--- config.mk ---
export PLATFORM = sky130hd
export DESIGN_NAME = bus_arbiter
export DESIGN_NICKNAME = d
export VERILOG_FILES = /design/src/rtl/bus_arbiter_pkg.sv /design/src/rtl/bus_timer.sv /design/src/rtl/bus_arbiter.sv
export SDC_FILE = /design/constraint.sdc
export NUM_CORES = 1
export LEC_CHECK = 0
export BUFFER_PORTS_ARGS = -buffer_cell sky130_fd_sc_hd__buf_2
export CORE_ASPECT_RATIO = 0.75
export CORE_MARGIN = 5
export CORE_UTILIZATION = 50
export DETAILED_ROUTE_END_ITERATION = 8
export HOLD_SLACK_MARGIN = 0.06
export PLACE_DENSITY_LB_ADDON = 0.12
export SETUP_SLACK_MARGIN = 0.15
export SYNTH_ARGS = -nofsm -noshare
export SYNTH_HDL_FRONTEND = slang
export SYNTH_SLANG_ARGS = --single-unit
--- constraint.sdc ---
create_clock -name clk -period 3.86 [get_ports clk]
set_clock_uncertainty 0.05 [all_clocks]
set_input_delay 0.193 -clock clk [delete_from_list [all_inputs] [get_ports clk]]
set_output_delay 0.193 -clock clk [all_outputs]
set_load 0.005 [all_outputs]
--- src/rtl/bus_arbiter_pkg.sv ---
// Shared constants, state encoding and RAM request payload for the bus arbiter.
package bus_arbiter_pkg;

  localparam int unsigned REG_BUS = 32;
  localparam int unsigned SEL_W   = 4;

  localparam logic [REG_BUS-1:0] ZERO_WORD     = '0;
  localparam logic               CHIP_ENABLE   = 1'b1;
  localparam logic               CHIP_DISABLE  = 1'b0;
  localparam logic               WRITE_ENABLE  = 1'b1;
  localparam logic               WRITE_DISABLE = 1'b0;

  typedef enum logic [1:0] {
    ST_IDLE = 2'd0,
    ST_DATA = 2'd1,
    ST_INST = 2'd2,
    ST_DONE = 2'd3
  } arb_state_e;

  typedef struct packed {
    logic               we;
    logic [REG_BUS-1:0] addr;
    logic [SEL_W-1:0]   sel;
    logic [REG_BUS-1:0] wdata;
  } ram_req_t;

  // Instruction fetches are always whole, word-aligned reads.
  function automatic logic [REG_BUS-1:0] word_align(input logic [REG_BUS-1:0] addr);
    return addr & ~REG_BUS'(3);
  endfunction

endpackage

--- src/rtl/bus_timer.sv ---
// Wait-cycle counter; expired fires on the cycle whose increment reaches TIMEOUT_CYCLES.
module bus_timer #(
  parameter int unsigned TIMEOUT_CYCLES = 255
) (
  input  logic clk,
  input  logic rst,
  input  logic clr,
  input  logic en,
  output logic expired
);

  localparam int unsigned CNT_W = 8;

  logic [CNT_W-1:0] cnt_q;

  always_ff @(posedge clk) begin
    if (rst || clr) begin
      cnt_q <= '0;
    end else if (en) begin
      cnt_q <= cnt_q + CNT_W'(1);
    end
  end

  assign expired = en && (cnt_q == CNT_W'(TIMEOUT_CYCLES - 1));

endmodule

--- src/rtl/bus_arbiter.sv ---
// Single-port RAM arbiter between instruction fetch and data access; data has priority.
module bus_arbiter
  import bus_arbiter_pkg::*;
#(
  parameter int unsigned TIMEOUT_CYCLES = 255
) (
  input  logic               clk,
  input  logic               rst,
  input  logic               inst_ce_i,
  input  logic [REG_BUS-1:0] inst_addr_i,
  output logic [REG_BUS-1:0] inst_data_o,
  output logic               stallreq_inst_o,
  input  logic               data_ce_i,
  input  logic               data_we_i,
  input  logic [REG_BUS-1:0] data_addr_i,
  input  logic [SEL_W-1:0]   data_sel_i,
  input  logic [REG_BUS-1:0] data_wdata_i,
  output logic [REG_BUS-1:0] data_rdata_o,
  output logic               stallreq_data_o,
  input  logic               flush_i,
  output logic               ram_ce_o,
  output logic               ram_we_o,
  output logic [REG_BUS-1:0] ram_addr_o,
  output logic [SEL_W-1:0]   ram_sel_o,
  output logic [REG_BUS-1:0] ram_wdata_o,
  input  logic [REG_BUS-1:0] ram_rdata_i,
  input  logic               ram_ack_i,
  output logic               bus_err_o
);

  arb_state_e         state_q;
  ram_req_t           ram_req_q;
  logic               ram_ce_q;
  logic [REG_BUS-1:0] inst_data_q;
  logic [REG_BUS-1:0] data_rdata_q;
  logic               bus_err_q;
  logic               last_data_q;
  logic               flushed_q;

  logic busy;
  logic timer_expired;
  logic inst_dropped;

  assign busy         = (state_q == ST_DATA) || (state_q == ST_INST);
  assign inst_dropped = flushed_q || flush_i;

  bus_timer #(
    .TIMEOUT_CYCLES(TIMEOUT_CYCLES)
  ) u_timer (
    .clk    (clk),
    .rst    (rst),
    .clr    (!busy),
    .en     (busy && !ram_ack_i),
    .expired(timer_expired)
  );

  always_ff @(posedge clk) begin
    if (rst) begin
      state_q      <= ST_IDLE;
      ram_req_q    <= '0;
      ram_ce_q     <= CHIP_DISABLE;
      inst_data_q  <= ZERO_WORD;
      data_rdata_q <= ZERO_WORD;
      bus_err_q    <= 1'b0;
      last_data_q  <= 1'b0;
      flushed_q    <= 1'b0;
    end else begin
      bus_err_q <= 1'b0;
      case (state_q)
        ST_IDLE: begin
          flushed_q <= 1'b0;
          if (data_ce_i) begin
            state_q     <= ST_DATA;
            ram_ce_q    <= CHIP_ENABLE;
            ram_req_q   <= '{we: data_we_i, addr: data_addr_i,
                             sel: data_sel_i, wdata: data_wdata_i};
            last_data_q <= 1'b1;
          end else if (inst_ce_i) begin
            state_q     <= ST_INST;
            ram_ce_q    <= CHIP_ENABLE;
            ram_req_q   <= '{we: WRITE_DISABLE, addr: word_align(inst_addr_i),
                             sel: '1, wdata: ZERO_WORD};
            last_data_q <= 1'b0;
          end
        end
        ST_DATA: begin
          if (ram_ack_i) begin
            if (ram_req_q.we != WRITE_ENABLE) data_rdata_q <= ram_rdata_i;
            ram_ce_q <= CHIP_DISABLE;
            state_q  <= ST_DONE;
          end else if (timer_expired) begin
            data_rdata_q <= ZERO_WORD;
            bus_err_q    <= 1'b1;
            ram_ce_q     <= CHIP_DISABLE;
            state_q      <= ST_DONE;
          end
        end
        ST_INST: begin
          // A flushed fetch still finishes on the bus but its result is discarded.
          if (flush_i) flushed_q <= 1'b1;
          if (ram_ack_i) begin
            if (!inst_dropped) inst_data_q <= ram_rdata_i;
            ram_ce_q <= CHIP_DISABLE;
            state_q  <= inst_dropped ? ST_IDLE : ST_DONE;
          end else if (timer_expired) begin
            if (!inst_dropped) inst_data_q <= ZERO_WORD;
            bus_err_q <= 1'b1;
            ram_ce_q  <= CHIP_DISABLE;
            state_q   <= inst_dropped ? ST_IDLE : ST_DONE;
          end
        end
        ST_DONE: begin
          state_q <= ST_IDLE;
        end
        default: begin
          state_q <= ST_IDLE;
        end
      endcase
    end
  end

  assign ram_ce_o     = ram_ce_q;
  assign ram_we_o     = ram_req_q.we;
  assign ram_addr_o   = ram_req_q.addr;
  assign ram_sel_o    = ram_req_q.sel;
  assign ram_wdata_o  = ram_req_q.wdata;
  assign inst_data_o  = inst_data_q;
  assign data_rdata_o = data_rdata_q;
  assign bus_err_o    = bus_err_q;

  // Stall releases only during the DONE cycle of the requester's own transaction.
  assign stallreq_data_o = !rst && data_ce_i && !((state_q == ST_DONE) && last_data_q);
  assign stallreq_inst_o = !rst && inst_ce_i && !((state_q == ST_DONE) && !last_data_q);

endmodule
==> impl_results.rst <==
.. list-table::
   :header-rows: 1

   * - Metric
     - Value
   * - Status
     - complete, no violations
   * - Buffers inserted during post-CTS setup optimization
     - 0
   * - Wire length of the first global-routing pass
     - 28100 um
   * - Top cells by instance count after synthesis
     - sky130_fd_sc_hd__dfxtp_1, sky130_fd_sc_hd__a21oi_1, sky130_fd_sc_hd__nand2_1, sky130_fd_sc_hd__nor2_1, sky130_fd_sc_hd__nand3_1
   * - Biggest fanout along the worst timing path
     - 39
   * - Worst Path Class, Setup
     - reg -> reg
   * - Endpoint of the most critical register-to-register path
     - ram_addr_o[29]
   * - CTS Sinks
     - 147
   * - Total of warnings raised by yosys
     - 0
   * - Total number of nets in the final design
     - 1082
   * - Top cell type's share of synthesized area
     - 51.7%
   * - Largest net degree at the start of global routing
     - 71
   * - Core ar.
     - 0.0110 mm^2
   * - HPWL reported at the end of detailed placement
     - 11700 um
   * - Post-route DRC
     - 0
   * - Total Negative Setup Slacks
     - 0 ns
   * - Count of antenna-violating nets left after detailed routing
     - 0
   * - Cell count after placement
     - 983
   * - Area of the die
     - 0.0136 mm^2
   * - CP startpoint kind
     - flip-flop
   * - Number of antenna violations at the first check in global routing
     - 0
   * - Register-to-Register Setup Slack
     - 1.34 ns
   * - Synthesized netlist cell count
     - 614
   * - Number of top-level pins
     - 276
   * - Number of flip-flops and latches in the synthesized netlist
     - 147
   * - Endpoint class of the critical path
     - flip-flop
   * - Maxcap violations
     - 0
   * - Depth of the worst register-to-register path
     - 8
   * - Minimum period implied by the final worst setup slack
     - 2.52 ns
   * - Required time at the endpoint of the critical path
     - 4.13 ns
   * - Static leakage
     - 3.90 nW
   * - Clock-pin slew on the worst setup and hold paths
     - 0.06 ns
   * - Fraction of layout cells with a size suffix above 1
     - 34.1%
   * - Leading register cell type out of synthesis
     - sky130_fd_sc_hd__dfxtp_1
   * - Total GRT Usage
     - 25.2%
   * - Layout area overhead
     - 46.8%
   * - Num rows
     - 33
   * - Arr. time, crit path
     - 2.79 ns
   * - Sequential area share after synthesis
     - 51.7%
   * - Post-synthesis cell area
     - 0.00570 mm^2
   * - Capturing element of the worst setup path
     - ram_addr_o[29]
   * - Routability-driven placement congestion ratio
     - 0.852
   * - Vertical extent of the die
     - 102 um
   * - Share of flip-flops with an asynchronous set or reset after synthesis
     - 0%
   * - Startpoint of the worst-slack reg-to-reg timing path
     - state_q[1]
   * - Top cells by area in the synthesized netlist
     - sky130_fd_sc_hd__dfxtp_1, sky130_fd_sc_hd__a21oi_1, sky130_fd_sc_hd__mux2i_1
   * - Die X-Extent
     - 133 um
   * - Iteration-0 DRC Markers
     - 226
   * - Crit share post-route
     - 65.3%
   * - GRT overflow
     - 0
   * - Syn_nets
     - 761
   * - Initial core utilization
     - 51.7%
   * - Cell type contributing the most total cell area after synthesis
     - sky130_fd_sc_hd__dfxtp_1
   * - Cts bufs inserted
     - 17
   * - TritonRoute pass-1 iters
     - 4
   * - Slew at the pin closest to its max-slew limit
     - 1.22 ns
   * - Worst-case clock buffer depth
     - 2
   * - Critical Path Source
     - state_q[1]
   * - Number of enable-type register cells in the synthesized netlist
     - 0
   * - PwrDens
     - 626 mW/mm^2
   * - N_diodes
     - 0
   * - CTS Root Buffer Type
     - sky130_fd_sc_hd__clkbuf_16
   * - Count of buffers inserted at the top-level ports
     - 273
   * - Most used standard cell by instance count after synthesis
     - sky130_fd_sc_hd__dfxtp_1
   * - Worst IR Drop VDD
     - 0.490 mV
   * - Worst slew margin relative to its limit
     - 18.6%
   * - Pins Over Slew Limit
     - 0
   * - WL/cell
     - 16.3 um
   * - H-tree level count
     - 4
   * - Clock tree from TritonCTS
     - built
   * - Final setup violation count
     - 0
   * - Final hold slack
     - 0.0758 ns
   * - Mean instance size in the synthesized netlist
     - 9.28 um^2
   * - Final Hold Viols
     - 0
   * - Wire length reported by the detailed router
     - 17700 um
   * - Number of global-route vias before repair
     - 5865
   * - Type of the worst min-delay path
     - in -> reg
   * - Latest clock arrival within the worst-skew pair
     - 0.41 ns
   * - Number of distinct library cells after synthesis
     - 40
   * - Via count of the routed design
     - 5804
   * - Non-filler instance count after layout
     - 1088
   * - RSZ-0062 raised after global routing
     - no
   * - Fmax
     - 397 MHz
   * - Post-detailed-route via-to-cell ratio
     - 5.33
## sequential cells by signal, summed over array words and instances (netlist names), 2 cells and up
| name | count |
|---|---|
| state_q | 2 |
| ram_wdata_o | 32 |
| u_timer.cnt_q | 8 |
| inst_data_o | 32 |
| ram_sel_o | 4 |
| data_rdata_o | 32 |
| ram_addr_o | 32 |
## placed cells by master, fill, tap and decap left out, types with 2 or more instances in the layout
| cell | count |
|---|---|
| sky130_fd_sc_hd__buf_2 | 272 |
| sky130_fd_sc_hd__dfxtp_1 | 147 |
| sky130_fd_sc_hd__nand2_1 | 76 |
| sky130_fd_sc_hd__a21oi_1 | 76 |
| sky130_fd_sc_hd__dlygate4sd3_1 | 73 |
| sky130_fd_sc_hd__nor2_1 | 42 |
| sky130_fd_sc_hd__nand3_1 | 38 |
| sky130_fd_sc_hd__o21ai_1 | 34 |
| sky130_fd_sc_hd__a22o_1 | 32 |
| sky130_fd_sc_hd__a211oi_1 | 31 |
| sky130_fd_sc_hd__mux2i_1 | 30 |
| sky130_fd_sc_hd__clkbuf_16 | 17 |
| sky130_fd_sc_hd__ha_1 | 8 |
| sky130_fd_sc_hd__buf_4 | 8 |
| sky130_fd_sc_hd__xor2_1 | 6 |
| sky130_fd_sc_hd__nor2b_1 | 5 |
| sky130_fd_sc_hd__inv_6 | 5 |
| sky130_fd_sc_hd__inv_1 | 4 |
| sky130_fd_sc_hd__o21ai_0 | 4 |
| sky130_fd_sc_hd__nand4_1 | 3 |
| sky130_fd_sc_hd__bufinv_16 | 3 |
| sky130_fd_sc_hd__clkinv_4 | 3 |
| sky130_fd_sc_hd__and4_1 | 2 |
| sky130_fd_sc_hd__nor3b_4 | 2 |
| sky130_fd_sc_hd__a221oi_1 | 2 |
| sky130_fd_sc_hd__a311oi_1 | 2 |
| sky130_fd_sc_hd__inv_2 | 2 |
| sky130_fd_sc_hd__and3_1 | 2 |
| sky130_fd_sc_hd__clkinvlp_4 | 2 |
| sky130_fd_sc_hd__clkinv_2 | 2 |
## final cells by class
cell class                 instances  area (um^2)
clock buffer                      18          429
clock inverter                    14          176
fill                             784         2660
inverter                           7         31.3
multi-input combinational        409         2460
sequential                       147         2940
tap                              140          175
timing repair buffer             353         2150
## cell families after synthesis
kind of cell    share of synthesized area (%)
mux                                      5.27
compound gates                           20.7
buf+inv                                  5.38
xor+xnor                                 1.08
fa+ha+maj                                1.76
flops                                    51.7
simple gates                             14.2
## worst min-delay path by stage
stage,from,endpoint,cells after the start
3_3_place_gp,ram_rdata_i[25],inst_data_o[25],2
6_report,inst_addr_i[13],ram_addr_o[13],3
5_1_grt,inst_addr_i[3],ram_addr_o[3],3
3_5_place_dp,ram_rdata_i[12],inst_data_o[12],2
4_1_cts,inst_addr_i[13],ram_addr_o[13],3
2_1_floorplan,ram_rdata_i[10],inst_data_o[10],1
## what timing repair did
| action | CTS | global route |
|---|---|---|
| endpoints found under the hold margin | 105 | 0 |
| gates resized for setup | 0 | 0 |
| hold buffers | 73 | 0 |
## per-stage QoR
step           utilization [%]  cell area, um^2  setup WS [ns]  total power, mW
4_1_cts                   75.9             8360           1.35             5.26
6_report                  75.9             8360           1.34             5.23
5_1_grt                   75.9             8360           1.09             5.55
3_5_place_dp              63.7             7030           1.35             3.52
2_1_floorplan                -             5700           2.05             2.96
3_3_place_gp              63.7             7030           1.47             3.45
## worst max-delay path, cell delays in order, from the launching register on
cell and delay, ns:
sky130_fd_sc_hd__dfxtp_1 0.38, sky130_fd_sc_hd__inv_1 0.13, sky130_fd_sc_hd__ha_1 0.15, sky130_fd_sc_hd__buf_4 0.36, sky130_fd_sc_hd__inv_2 0.11, sky130_fd_sc_hd__nor2_4 0.50
sky130_fd_sc_hd__buf_4 0.43, sky130_fd_sc_hd__nor2_1 0.09, sky130_fd_sc_hd__a211oi_1 0.21
## per-layer routing
metal	track usage [%]	share of wire, %
met1	29.0	39
met3	7.73	7.4
met5	0	0
met2	45.0	51
met4	9.09	2.2
## power by group
group / switching, mW / internal [mW]
Sequential: 0.169 / 1.82
Clock: 0.646 / 1.03
Combinational: 0.946 / 0.629
Power figures use the tool's default switching activity.
